`config.mk`:
```
export PLATFORM = sky130hd
export DESIGN_NAME = dtw_core_batch
export DESIGN_NICKNAME = d
export VERILOG_FILES = /design/src/rtl/dtw_core_batch.sv
export SDC_FILE = /design/constraint.sdc
export NUM_CORES = 1
export LEC_CHECK = 0
export CAP_MARGIN = 25
export CORE_AREA = 2 2 160 162
export CTS_CLUSTER_SIZE = 14
export DETAILED_ROUTE_END_ITERATION = 12
export DIE_AREA = 0 0 162 164
export GPL_ROUTABILITY_DRIVEN = 0
export GPL_TIMING_DRIVEN = 0
export PLACE_DENSITY = 0.77
export SLEW_MARGIN = 30
export SYNTH_ARGS = -nofsm -noshare
export SYNTH_HDL_FRONTEND = slang
export SYNTH_SLANG_ARGS = --single-unit
```
`constraint.sdc`:
```
create_clock -name clk -period 2.7 [get_ports clk]
set_input_delay 0.54 -clock clk [delete_from_list [all_inputs] [get_ports clk]]
set_output_delay 0.54 -clock clk [all_outputs]
set_load 0.02 [all_outputs]
```
`src/rtl/dtw_core_batch.sv`:
```
// Batch controller for a DTW datapath: loads a reference into memory, then streams queries and emits
// one {qid, position, minval} record per query. Optional threshold rejection via DTW_THRESH_REJECT_EN.
module dtw_core_batch #(
  parameter int WIDTH            = 16,
  parameter int AXIS_WIDTH       = 32,
  parameter int SQG_SIZE         = 256,
  parameter int REFMEM_PTR_WIDTH = 20
) (
  input  logic                        clk,
  input  logic                        rst_n,
  input  logic                        rs,
  input  logic [AXIS_WIDTH-1:0]       ref_len,
  input  logic [31:0]                 num_queries,
  input  logic [WIDTH-1:0]            threshold,
  output logic                        busy,
  output logic                        load_done,
  output logic [31:0]                 n_done,
  output logic [31:0]                 n_reject,
  output logic                        src_fifo_clear,
  output logic                        src_fifo_rden,
  input  logic                        src_fifo_empty,
  input  logic [31:0]                 src_fifo_data,
  output logic                        sink_fifo_wren,
  input  logic                        sink_fifo_full,
  output logic [31:0]                 sink_fifo_data,
  output logic                        sink_fifo_last,
  output logic                        ref_wen,
  output logic [REFMEM_PTR_WIDTH-1:0] ref_addr,
  output logic [WIDTH-1:0]            ref_din,
  output logic                        dp_rst,
  output logic                        dp_running,
  input  logic                        dp_done,
  input  logic [WIDTH-1:0]            dp_minval,
  input  logic [31:0]                 dp_position
);

  localparam int SCW = $clog2(SQG_SIZE + 1);

  typedef enum logic [2:0] {IDLE, REF_LOAD, Q_INIT, Q_RUN, Q_OUT} state_e;

  state_e                      state_q, state_d;
  logic [AXIS_WIDTH-1:0]       load_cnt_q, load_cnt_d;
  logic [REFMEM_PTR_WIDTH-1:0] ref_addr_q, ref_addr_d;
  logic [SCW-1:0]              samp_cnt_q, samp_cnt_d;
  logic [31:0]                 qid_q, qid_d;
  logic [31:0]                 pos_q, pos_d;
  logic [WIDTH-1:0]            min_q, min_d;
  logic [1:0]                  word_q, word_d;
  logic                        init_first_q, init_first_d;
  logic                        load_done_q, load_done_d;
  logic [31:0]                 n_done_q, n_done_d;
  logic                        finish;
  logic                        emit_rec;
  logic                        run_tail;
  logic [31:0]                 n_done_inc;
  logic                        is_final;

  assign n_done_inc = n_done_q + 32'd1;
  assign is_final   = (num_queries != 32'd0) && (n_done_inc == num_queries);
  assign run_tail   = (samp_cnt_q == SCW'(SQG_SIZE));
  assign load_done  = load_done_q;
  assign n_done     = n_done_q;

  always_comb begin
    state_d        = state_q;
    load_cnt_d     = load_cnt_q;
    ref_addr_d     = ref_addr_q;
    samp_cnt_d     = samp_cnt_q;
    qid_d          = qid_q;
    pos_d          = pos_q;
    min_d          = min_q;
    word_d         = word_q;
    init_first_d   = init_first_q;
    load_done_d    = load_done_q;
    n_done_d       = n_done_q;
    finish         = 1'b0;
    busy           = (state_q != IDLE);
    src_fifo_clear = 1'b0;
    src_fifo_rden  = 1'b0;
    sink_fifo_wren = 1'b0;
    sink_fifo_data = '0;
    sink_fifo_last = 1'b0;
    ref_wen        = 1'b0;
    ref_addr       = ref_addr_q;
    ref_din        = '0;
    dp_rst         = 1'b0;
    dp_running     = 1'b0;

    case (state_q)
      IDLE: begin
        src_fifo_clear = 1'b1;
        dp_rst         = 1'b1;
        ref_addr_d     = '0;
        if (rs) begin
          state_d    = REF_LOAD;
          load_cnt_d = '0;
          n_done_d   = '0;
        end
      end
      REF_LOAD: begin
        ref_addr = REFMEM_PTR_WIDTH'(load_cnt_q);
        if (load_cnt_q == ref_len) begin
          load_done_d  = 1'b1;
          state_d      = Q_INIT;
          init_first_d = 1'b1;
          ref_addr_d   = '0;
        end else begin
          src_fifo_rden = 1'b1;
          if (!src_fifo_empty) begin
            ref_wen    = 1'b1;
            ref_din    = src_fifo_data[WIDTH-1:0];
            load_cnt_d = load_cnt_q + AXIS_WIDTH'(1);
          end
        end
      end
      Q_INIT: begin
        // The datapath reset pulses only on the first cycle, even if we wait here for a query id.
        dp_rst        = init_first_q;
        init_first_d  = 1'b0;
        ref_addr_d    = '0;
        src_fifo_rden = 1'b1;
        if (!src_fifo_empty) begin
          qid_d      = src_fifo_data;
          samp_cnt_d = '0;
          state_d    = Q_RUN;
        end else if (!rs) begin
          state_d     = IDLE;
          load_done_d = 1'b0;
        end
      end
      Q_RUN: begin
        if (!run_tail) begin
          src_fifo_rden = 1'b1;
          if (!src_fifo_empty) begin
            dp_running = 1'b1;
            ref_addr_d = ref_addr_q + REFMEM_PTR_WIDTH'(1);
            samp_cnt_d = samp_cnt_q + SCW'(1);
          end
        end else begin
          // Drain phase: the datapath keeps walking the reference until it reports done.
          dp_running = 1'b1;
          ref_addr_d = ref_addr_q + REFMEM_PTR_WIDTH'(1);
          if (dp_done) begin
            state_d = Q_OUT;
            word_d  = 2'd0;
            pos_d   = dp_position;
            min_d   = dp_minval;
          end
        end
      end
      Q_OUT: begin
        if (!emit_rec) begin
          finish = 1'b1;
        end else begin
          case (word_q)
            2'd0:    sink_fifo_data = qid_q;
            2'd1:    sink_fifo_data = pos_q;
            default: sink_fifo_data = 32'(min_q);
          endcase
          sink_fifo_last = (word_q == 2'd2) && is_final;
          if (!sink_fifo_full) begin
            sink_fifo_wren = 1'b1;
            if (word_q == 2'd2) finish = 1'b1;
            else                word_d = word_q + 2'd1;
          end
        end
      end
      default: state_d = IDLE;
    endcase

    if (finish) begin
      n_done_d = n_done_inc;
      if (is_final) begin
        state_d     = IDLE;
        load_done_d = 1'b0;
      end else begin
        state_d      = Q_INIT;
        init_first_d = 1'b1;
      end
    end
  end

  always_ff @(posedge clk or negedge rst_n) begin
    if (!rst_n) begin
      state_q      <= IDLE;
      load_cnt_q   <= '0;
      ref_addr_q   <= '0;
      samp_cnt_q   <= '0;
      qid_q        <= '0;
      pos_q        <= '0;
      min_q        <= '0;
      word_q       <= '0;
      init_first_q <= 1'b0;
      load_done_q  <= 1'b0;
      n_done_q     <= '0;
    end else begin
      state_q      <= state_d;
      load_cnt_q   <= load_cnt_d;
      ref_addr_q   <= ref_addr_d;
      samp_cnt_q   <= samp_cnt_d;
      qid_q        <= qid_d;
      pos_q        <= pos_d;
      min_q        <= min_d;
      word_q       <= word_d;
      init_first_q <= init_first_d;
      load_done_q  <= load_done_d;
      n_done_q     <= n_done_d;
    end
  end

`ifdef DTW_THRESH_REJECT_EN
  logic        reject_q, reject_d;
  logic [31:0] n_reject_q, n_reject_d;

  assign emit_rec = ~reject_q;
  assign n_reject = n_reject_q;

  // The reject decision is taken from the minval presented alongside dp_done.
  always_comb begin
    reject_d   = reject_q;
    n_reject_d = n_reject_q;
    if ((state_q == IDLE) && rs) n_reject_d = '0;
    if ((state_q == Q_RUN) && run_tail && dp_done) reject_d = (dp_minval > threshold);
    if (finish && reject_q) n_reject_d = n_reject_q + 32'd1;
  end

  always_ff @(posedge clk or negedge rst_n) begin
    if (!rst_n) begin
      reject_q   <= 1'b0;
      n_reject_q <= '0;
    end else begin
      reject_q   <= reject_d;
      n_reject_q <= n_reject_d;
    end
  end
`else
  logic unused_thresh;

  assign unused_thresh = ^threshold;
  assign emit_rec      = 1'b1;
  assign n_reject      = '0;
`endif

endmodule

```
==> summary.md, run 1 <==
| Metric | Value |
|---|---|
| Critical path fanouts, max | `8` |
| Die height | `164 um` |
| N_diodes | `0` |
| Fill count | `2020` |
| Vias in the first global route | `10400` |
| Global Route Usage Sum | `26.4%` |
| Drt first pass iters | `8` |
| Rows | `58` |
| Post-synth EDFFs | `0` |
| Share of the synthesized area in the top cell type | `41.9%` |
| Slew margin rel. | `50.3%` |
| Syn. warnings | `0` |
| Pwr per Cell Area | `593 nW/um^2` |
| CP endpoint kind | `output pin` |
| Routed via count | `10500` |
| Tightest Pin Transition | `0.745 ns` |
| R2r setup slk | `-0.34 ns` |
| Post-DP Area | `14100 sq um` |
| Post-synthesis instance area | `10800 sq um` |
| Final Max Slew Viols | `0` |
| CTS H-tree lvls | `4` |
| Initial antenna violation count | `1` |
| Crit path from | `n_done[3]` |
| Post-route setup slack | `-1.00 ns` |
| Grt total ovfl | `0` |
| Synth area leaders | `dfrtp_1, mux2_2, xnor2_1` |
| Nets | `1732` |
| Core Box Area | `24800 sq um` |
| Most frequent cells in the layout | `clkdlybuf4s50_1, dfrtp_1, nand2_1` |
| Avg WL per Cell | `18.6 um` |
| Critical path startpoint category | `register` |
| Commonest non-fill, non-tap cell in the layout | `clkdlybuf4s50_1` |
| Die width | `162 um` |
| Vias per cell | `5.53` |
| IO Port Bufs | `258` |
| Root buf cell | `clkbuf_16` |
| Register bit total from synthesis | `180` |
| Worst setup path endpoint | `sink_fifo_last` |
| CTS Hold Bufs | `0` |
| WP data required | `2.16 ns` |
| Multi-input logic area | `6360 sq um` |
| Setup tns final | `-7.83 ns` |
| Synth cell types | `60` |
| Drt drc | `0` |
| Area grow syn2layout | `47.8%` |
| Status | `finished, violations left` |
| Asr flop ratio synth | `100%` |
| Longest Clk Path Bufs | `2` |
| Yosys top cell by area | `dfrtp_1` |
| CTS tree | `yes` |
| Reg area | `4550 sq um` |
| Post-synthesis cell count | `1169` |
| Final Skew | `0.0195 ns` |
| Share of cells above drive strength 1 | `30.1%` |
| Main synth FF type | `dfrtp_1` |
| Worst Path Arrival | `3.16 ns` |
| Antenna Nets Post-Route | `0` |
| Placed insts | `1791` |
| Starting Density | `43.4%` |
| Worst skew pair latency | `0.44 ns` |
| Worst hold path type | `primary input to asynchronous set/reset pin` |
| Reg2Reg Launch Point | `n_done[10]` |
| Initial DRC count | `750` |
| Unrepaired setup endpoints after global routing | `true` |
| First-pass GRT wire length | `55200 um` |
| Sink Count | `180` |
| Fmax | `270 MHz` |
| Total Wirelength | `35400 um` |
| Register area share after synthesis | `41.9%` |
| Final critical-path required period | `3.70 ns` |
| Final hold violation count | `2` |
| Setup CP Type | `register to output pin` |
| Hold Slack | `-0.00186 ns` |
| Reg2reg end | `state_q[1]` |
| Max VDD drop | `0.501 mV` |
| FF-to-FF path depth | `10` |
| Die area | `26600 sq um` |
| Final setup viols | `22` |
| Reg clk slew, reported paths | `0.07 ns` |
| Boundary pin count | `307` |
| Violated checks | `negative hold slack, negative setup slack` |
| Largest net degree at the start of global routing | `81` |
| Mapped Avg Cell Area | `9.21 sq um` |
| Leakage | `7.04 nW` |
| Post-DP HPWL | `25100 um` |
| Final instance count without filler cells | `1901` |
| Final instance area | `15900 sq um` |
| Fin crit share | `137%` |
| Max Cap Viol | `0` |
| CTS Buf Count | `17` |
| Power Total | `0.00943 W` |
-- final cells by class --
type / count / area share [%]
Clock buffer: 17 / 2.67
Multi-Input combinational cell: 896 / 40.0
Timing Repair Buffer: 346 / 20.4
Sequential cell: 180 / 28.6
Buffer: 99 / 4.27
Tap cell: 330 / 2.60
Inverter: 18 / 0.425
Clock inverter: 15 / 1.02
-- cells in the mapped netlist, types with 3 or more instances --
master and n:
a31oi_1 9, dfrtp_1 180, nand4_2 3, ha_1 8
a211o_1 4, nand2b_1 3, a22oi_1 34, o41ai_1 9
o21ai_0 70, nor4_2 3, o31ai_1 14, mux2i_1 3
nand3b_1 3, inv_1 18, o2111ai_1 3, nor4_1 16
nand4_1 42, and2_1 15, and3_1 35, xor2_1 43
nor3_1 9, mux2_2 81, nor2_1 103, or3_1 18
or4_1 4, buf_2 11, clkbuf_1 55, and4_1 12
buf_4 34, xnor2_1 68, nand2_1 120, nand4b_1 3
a211oi_1 4, buf_1 6, nand3_1 39, nor2b_1 7
a21oi_1 54
-- critical path, stage by stage (launching register included) --
cell	delay [ns]
dfrtp_1	0.35
clkbuf_4	0.20
and4_2	0.35
nand3_1	0.17
xor2_1	0.19
a211oi_1	0.45
o22ai_1	0.24
nor4_4	0.38
nand2_2	0.13
nor3_4	0.14
buf_6	0.15
-- power by group --
part           switching [W]  internal, W
combinational        0.00195      0.00173
clock                0.00122      0.00124
sequential          0.000251      0.00304
total                0.00343      0.00600
-- metrics by stage --
stage	utilization [%]	worst slack (ns)
after global placement	56.4	-7.25
final	64.1	-1.00
after floorplan	-	-0.450
after detailed placement	56.8	-1.89
after CTS	63.2	-0.993
after global routing	64.1	-1.13
-- sequential cells by signal, summed over array words and instances, names as in the netlist --
register and flops:
init_first_q 1, qid_q 32, samp_cnt_q 9, load_cnt_q 32, load_done 1, word_q 2, ref_addr_q 20, n_done 32
pos_q 32, min_q 16, state_q 3
-- worst min path at each step --
| stage | start | to | slack (ns) | cells after the start |
|---|---|---|---|---|
| after global placement | min_q[5] | min_q[5] | 0.49 | 1 |
| after floorplan | rst_n | init_first_q | 0.24 | 0 |
| final | rst_n | qid_q[26] | -0.002 | 1 |
| after detailed placement | rst_n | qid_q[26] | 0.48 | 1 |
| after CTS | rst_n | qid_q[26] | 0.008 | 1 |
| after global routing | rst_n | qid_q[23] | 0.01 | 1 |
-- what timing repair did --
item | 4_1_cts | 5_1_grt
setup buffers | 70 | 16
cloned | 2 | 0
resized for setup | 422 | 101
endpoints found under the setup margin | 132 | 127
pin swaps | 51 | 14
-- layer usage --
| layer | part of all wire (%) | GRT usage (%) | routed length, um |
|---|---|---|---|
| met5 | 0 | 0 | 0 |
| met4 | 2.4 | 7.72 | 832 |
| met3 | 8.6 | 6.59 | 3050 |
| met2 | 49 | 45.0 | 17300 |
| met1 | 40 | 33.4 | 14100 |
-- logic make-up after synthesis --
| family | count (synthesis) | synth area share [%] |
|---|---|---|
| and+or+nand+nor | 443 | 21.0 |
| buffers and inverters | 124 | 5.64 |
| AOI/OAI and AO/OA | 218 | 12.7 |
| other | 1 | 0.0348 |
| adders and majority gates | 8 | 0.930 |
| DFF | 180 | 41.9 |
| xor gates and xnor gates | 111 | 9.03 |
| muxes | 84 | 8.75 |
Note: power is estimated with default switching activity, not from simulation.
==> inputs of run 2 (changes only) <==
- clock period: 2.7 -> 3.2 ns (I/O delays scaled with it)
==> run 2 against run 1 <==
- the flow finishes with violations (negative setup slack)
- wire length fell by 2.0%
- die area stayed put
- flip-flop and latch count stayed put
- critical path depth is the same
- clock skew decreased by 0.0027 ns
- largest cell class unchanged
- highest routed layer unchanged
==> summary.md, run 2 (synthesized netlist as in run 1, its figures left out) <==
| Metric | Value |
|---|---|
| Status | `finished, violations left (unchanged)` |
| Violated checks | `negative setup slack (was negative hold slack, negative setup slack)` |
| Final instance area | `15600 sq um (was 15900 sq um)` |
| CTS H-tree lvls | `4 (unchanged)` |
| Antenna Nets Post-Route | `0 (unchanged)` |
| Worst hold path type | `primary input to asynchronous set/reset pin (unchanged)` |
| Most frequent cells in the layout | `clkdlybuf4s50_1, dfrtp_1, nand2_1 (unchanged)` |
| Root buf cell | `clkbuf_16 (unchanged)` |
| Crit-path max cell delay | `0.42 ns (was 0.45 ns)` |
| Critical path fanouts, max | `9 (was 8)` |
| Final setup viols | `2 (was 22)` |
| Drt drc | `0 (unchanged)` |
| Sink Count | `180 (unchanged)` |
| Reg clk slew, reported paths | `0.08 ns (was 0.07 ns)` |
| Fmax | `264 MHz` |
| Die width | `162 um (unchanged)` |
| Final Max Slew Viols | `0 (unchanged)` |
| Initial DRC count | `759 (was 750)` |
| Pwr per Cell Area | `496 nW/um^2 (was 593 nW/um^2)` |
| Largest net degree at the start of global routing | `81 (unchanged)` |
| Nets | `1710 (was 1732)` |
| Global Route Usage Sum | `25.8% (was 26.4%)` |
| Post-route setup slack | `-0.591 ns (was -1.00 ns)` |
| Leakage | `6.93 nW (was 7.04 nW)` |
| Rows | `58 (unchanged)` |
| Grt total ovfl | `0 (unchanged)` |
| Slew margin rel. | `50.7% (was 50.3%)` |
| CP endpoint kind | `output pin (unchanged)` |
| Worst skew pair latency | `0.43 ns (was 0.44 ns)` |
| Longest Clk Path Bufs | `2 (unchanged)` |
| Area grow syn2layout | `44.6% (was 47.8%)` |
| Vias in the first global route | `10100 (was 10400)` |
| Critical Path, Cell by Cell | `buf_2 > and4_2 > nand3_1 > xor2_1 > a211oi_1 > o22ai_1 > nor4_4 > nand2_2 > nor3_4 > buf_6 (was clkbuf_4 > and4_2 > nand3_1 > xor2_1 > a211oi_1 > o22ai_1 > nor4_4 > nand2_2 > nor3_4 > buf_6)` |
| Vias per cell | `5.49 (was 5.53)` |
| Commonest non-fill, non-tap cell in the layout | `clkdlybuf4s50_1 (unchanged)` |
| Die height | `164 um (unchanged)` |
| Core Box Area | `24800 sq um (unchanged)` |
| Final Skew | `0.0168 ns (was 0.0195 ns)` |
| DP Worst Slack | `-1.59 ns (was -1.89 ns)` |
| Share of cells above drive strength 1 | `24.2% (was 30.1%)` |
| WP data required | `2.56 ns (was 2.16 ns)` |
| Setup tns final | `-0.596 ns (was -7.83 ns)` |
| CTS Hold Bufs | `0 (unchanged)` |
| Post-DP HPWL | `25100 um (unchanged)` |
| Starting Density | `43.4% (unchanged)` |
| CTS Buf Count | `17 (unchanged)` |
| Max Cap Viol | `0 (unchanged)` |
| Critical path startpoint category | `register (unchanged)` |
| Worst Path Arrival | `3.15 ns (was 3.16 ns)` |
| Slowest CP cell | `a211oi_1 (unchanged)` |
| Post-DP Area | `14100 sq um (unchanged)` |
| CTS tree | `yes (unchanged)` |
| Die area | `26600 sq um (unchanged)` |
| Routed via count | `10300 (was 10500)` |
| Initial antenna violation count | `2 (was 1)` |
| Tightest Pin Transition | `0.739 ns (was 0.745 ns)` |
| Setup CP Type | `register to output pin (unchanged)` |
| First-pass GRT wire length | `53800 um (was 55200 um)` |
| Unrepaired setup endpoints after global routing | `true (unchanged)` |
| Final Core Density | `62.7% (was 64.1%)` |
| Max VDD drop | `0.480 mV (was 0.501 mV)` |
| Total Wirelength | `34700 um (was 35400 um)` |
| Avg WL per Cell | `18.4 um (was 18.6 um)` |
| Boundary pin count | `307 (unchanged)` |
| Final critical-path required period | `3.79 ns` |
| IO Port Bufs | `258 (unchanged)` |
| Drt first pass iters | `5 (was 8)` |
| Fin crit share | `118%` |
| Final hold violation count | `0 (was 2)` |
[run 2: cell types whose count changed in the layout (fill, tap and decap cells not counted), moves of 8 or more]
| cell | change |
|---|---|
| buf_6 | -18 |
| clkdlybuf4s15_2 | -17 |
| clkbuf_4 | -11 |
| clkdlybuf4s50_1 | +34 |
| dlymetal6s2s_1 | +8 |
| buf_4 | -18 |
[run 2: worst paths after layout]
| path | from | slack [ns] | cells past startpoint | to |
|---|---|---|---|---|
| max reg2reg | load_cnt_q[10] | 0.11 | 17 | load_cnt_q[24] |
| min | rst_n | 0.1 | 1 | qid_q[26] |
| max in group asynchronous | rst_n | 2.34 | 2 | load_cnt_q[0] |
| min reg2reg | qid_q[18] | 0.51 | 1 | qid_q[18] |
| max | n_done[2] | -0.59 | 10 | sink_fifo_last |
| min in group clk | qid_q[18] | 0.51 | 1 | qid_q[18] |
[run 2: stage by stage]
step           hold slack (ns)  cells  power [W]
2_1_floorplan            0.344   1200    0.00413
3_3_place_gp             0.489   1788    0.00510
3_5_place_dp             0.493   1791    0.00518
4_1_cts                  0.108   1851    0.00745
5_1_grt                  0.115   1879    0.00810
6_report                0.0972   1880    0.00772
[run 2: worst max-delay path, delay by kind of cell (launching register included)]
kind            cells  cell delay, ns
simple gates        5            1.18
buf+inv             2            0.37
xor+xnor            1            0.19
compound gates      2            0.65
flops               1            0.34
[run 2: layout make-up]
type	count	area, sq um
antenna	1	2.50
buffer	99	612
clock buffer	17	425
clock inverter	15	163
fill	2064	9260
inverter	18	67.6
multi-input combinational	896	6190
sequential	180	4550
tap	330	413
timing repair buffer	324	3130
[run 2: per-layer routing]
layer	wire (um)	up-vias	global-route usage, %
met5	0	-	0
met4	698	0	6.96
met3	2960	56	6.97
met2	16800	431	43.5
met1	14200	4977	32.7
li1	-	4858	-
[run 2: report_power, final]
| part | switching [W] | internal, W | leakage, nW |
|---|---|---|---|
| combinational | 0.00155 | 0.00132 | 4.27 |
| sequential | 0.000228 | 0.00256 | 2.38 |
| clock | 0.00102 | 0.00104 | 0.281 |
| total | 0.00280 | 0.00492 | 6.93 |
[run 2: repair_timing]
| item | in CTS | in global routing |
|---|---|---|
| pin swaps | 37 | 18 |
| setup endpoints to repair | 113 | 84 |
| gates cloned | 1 | 0 |
| buffers inserted | 34 | 28 |
| resized for setup | 183 | 106 |
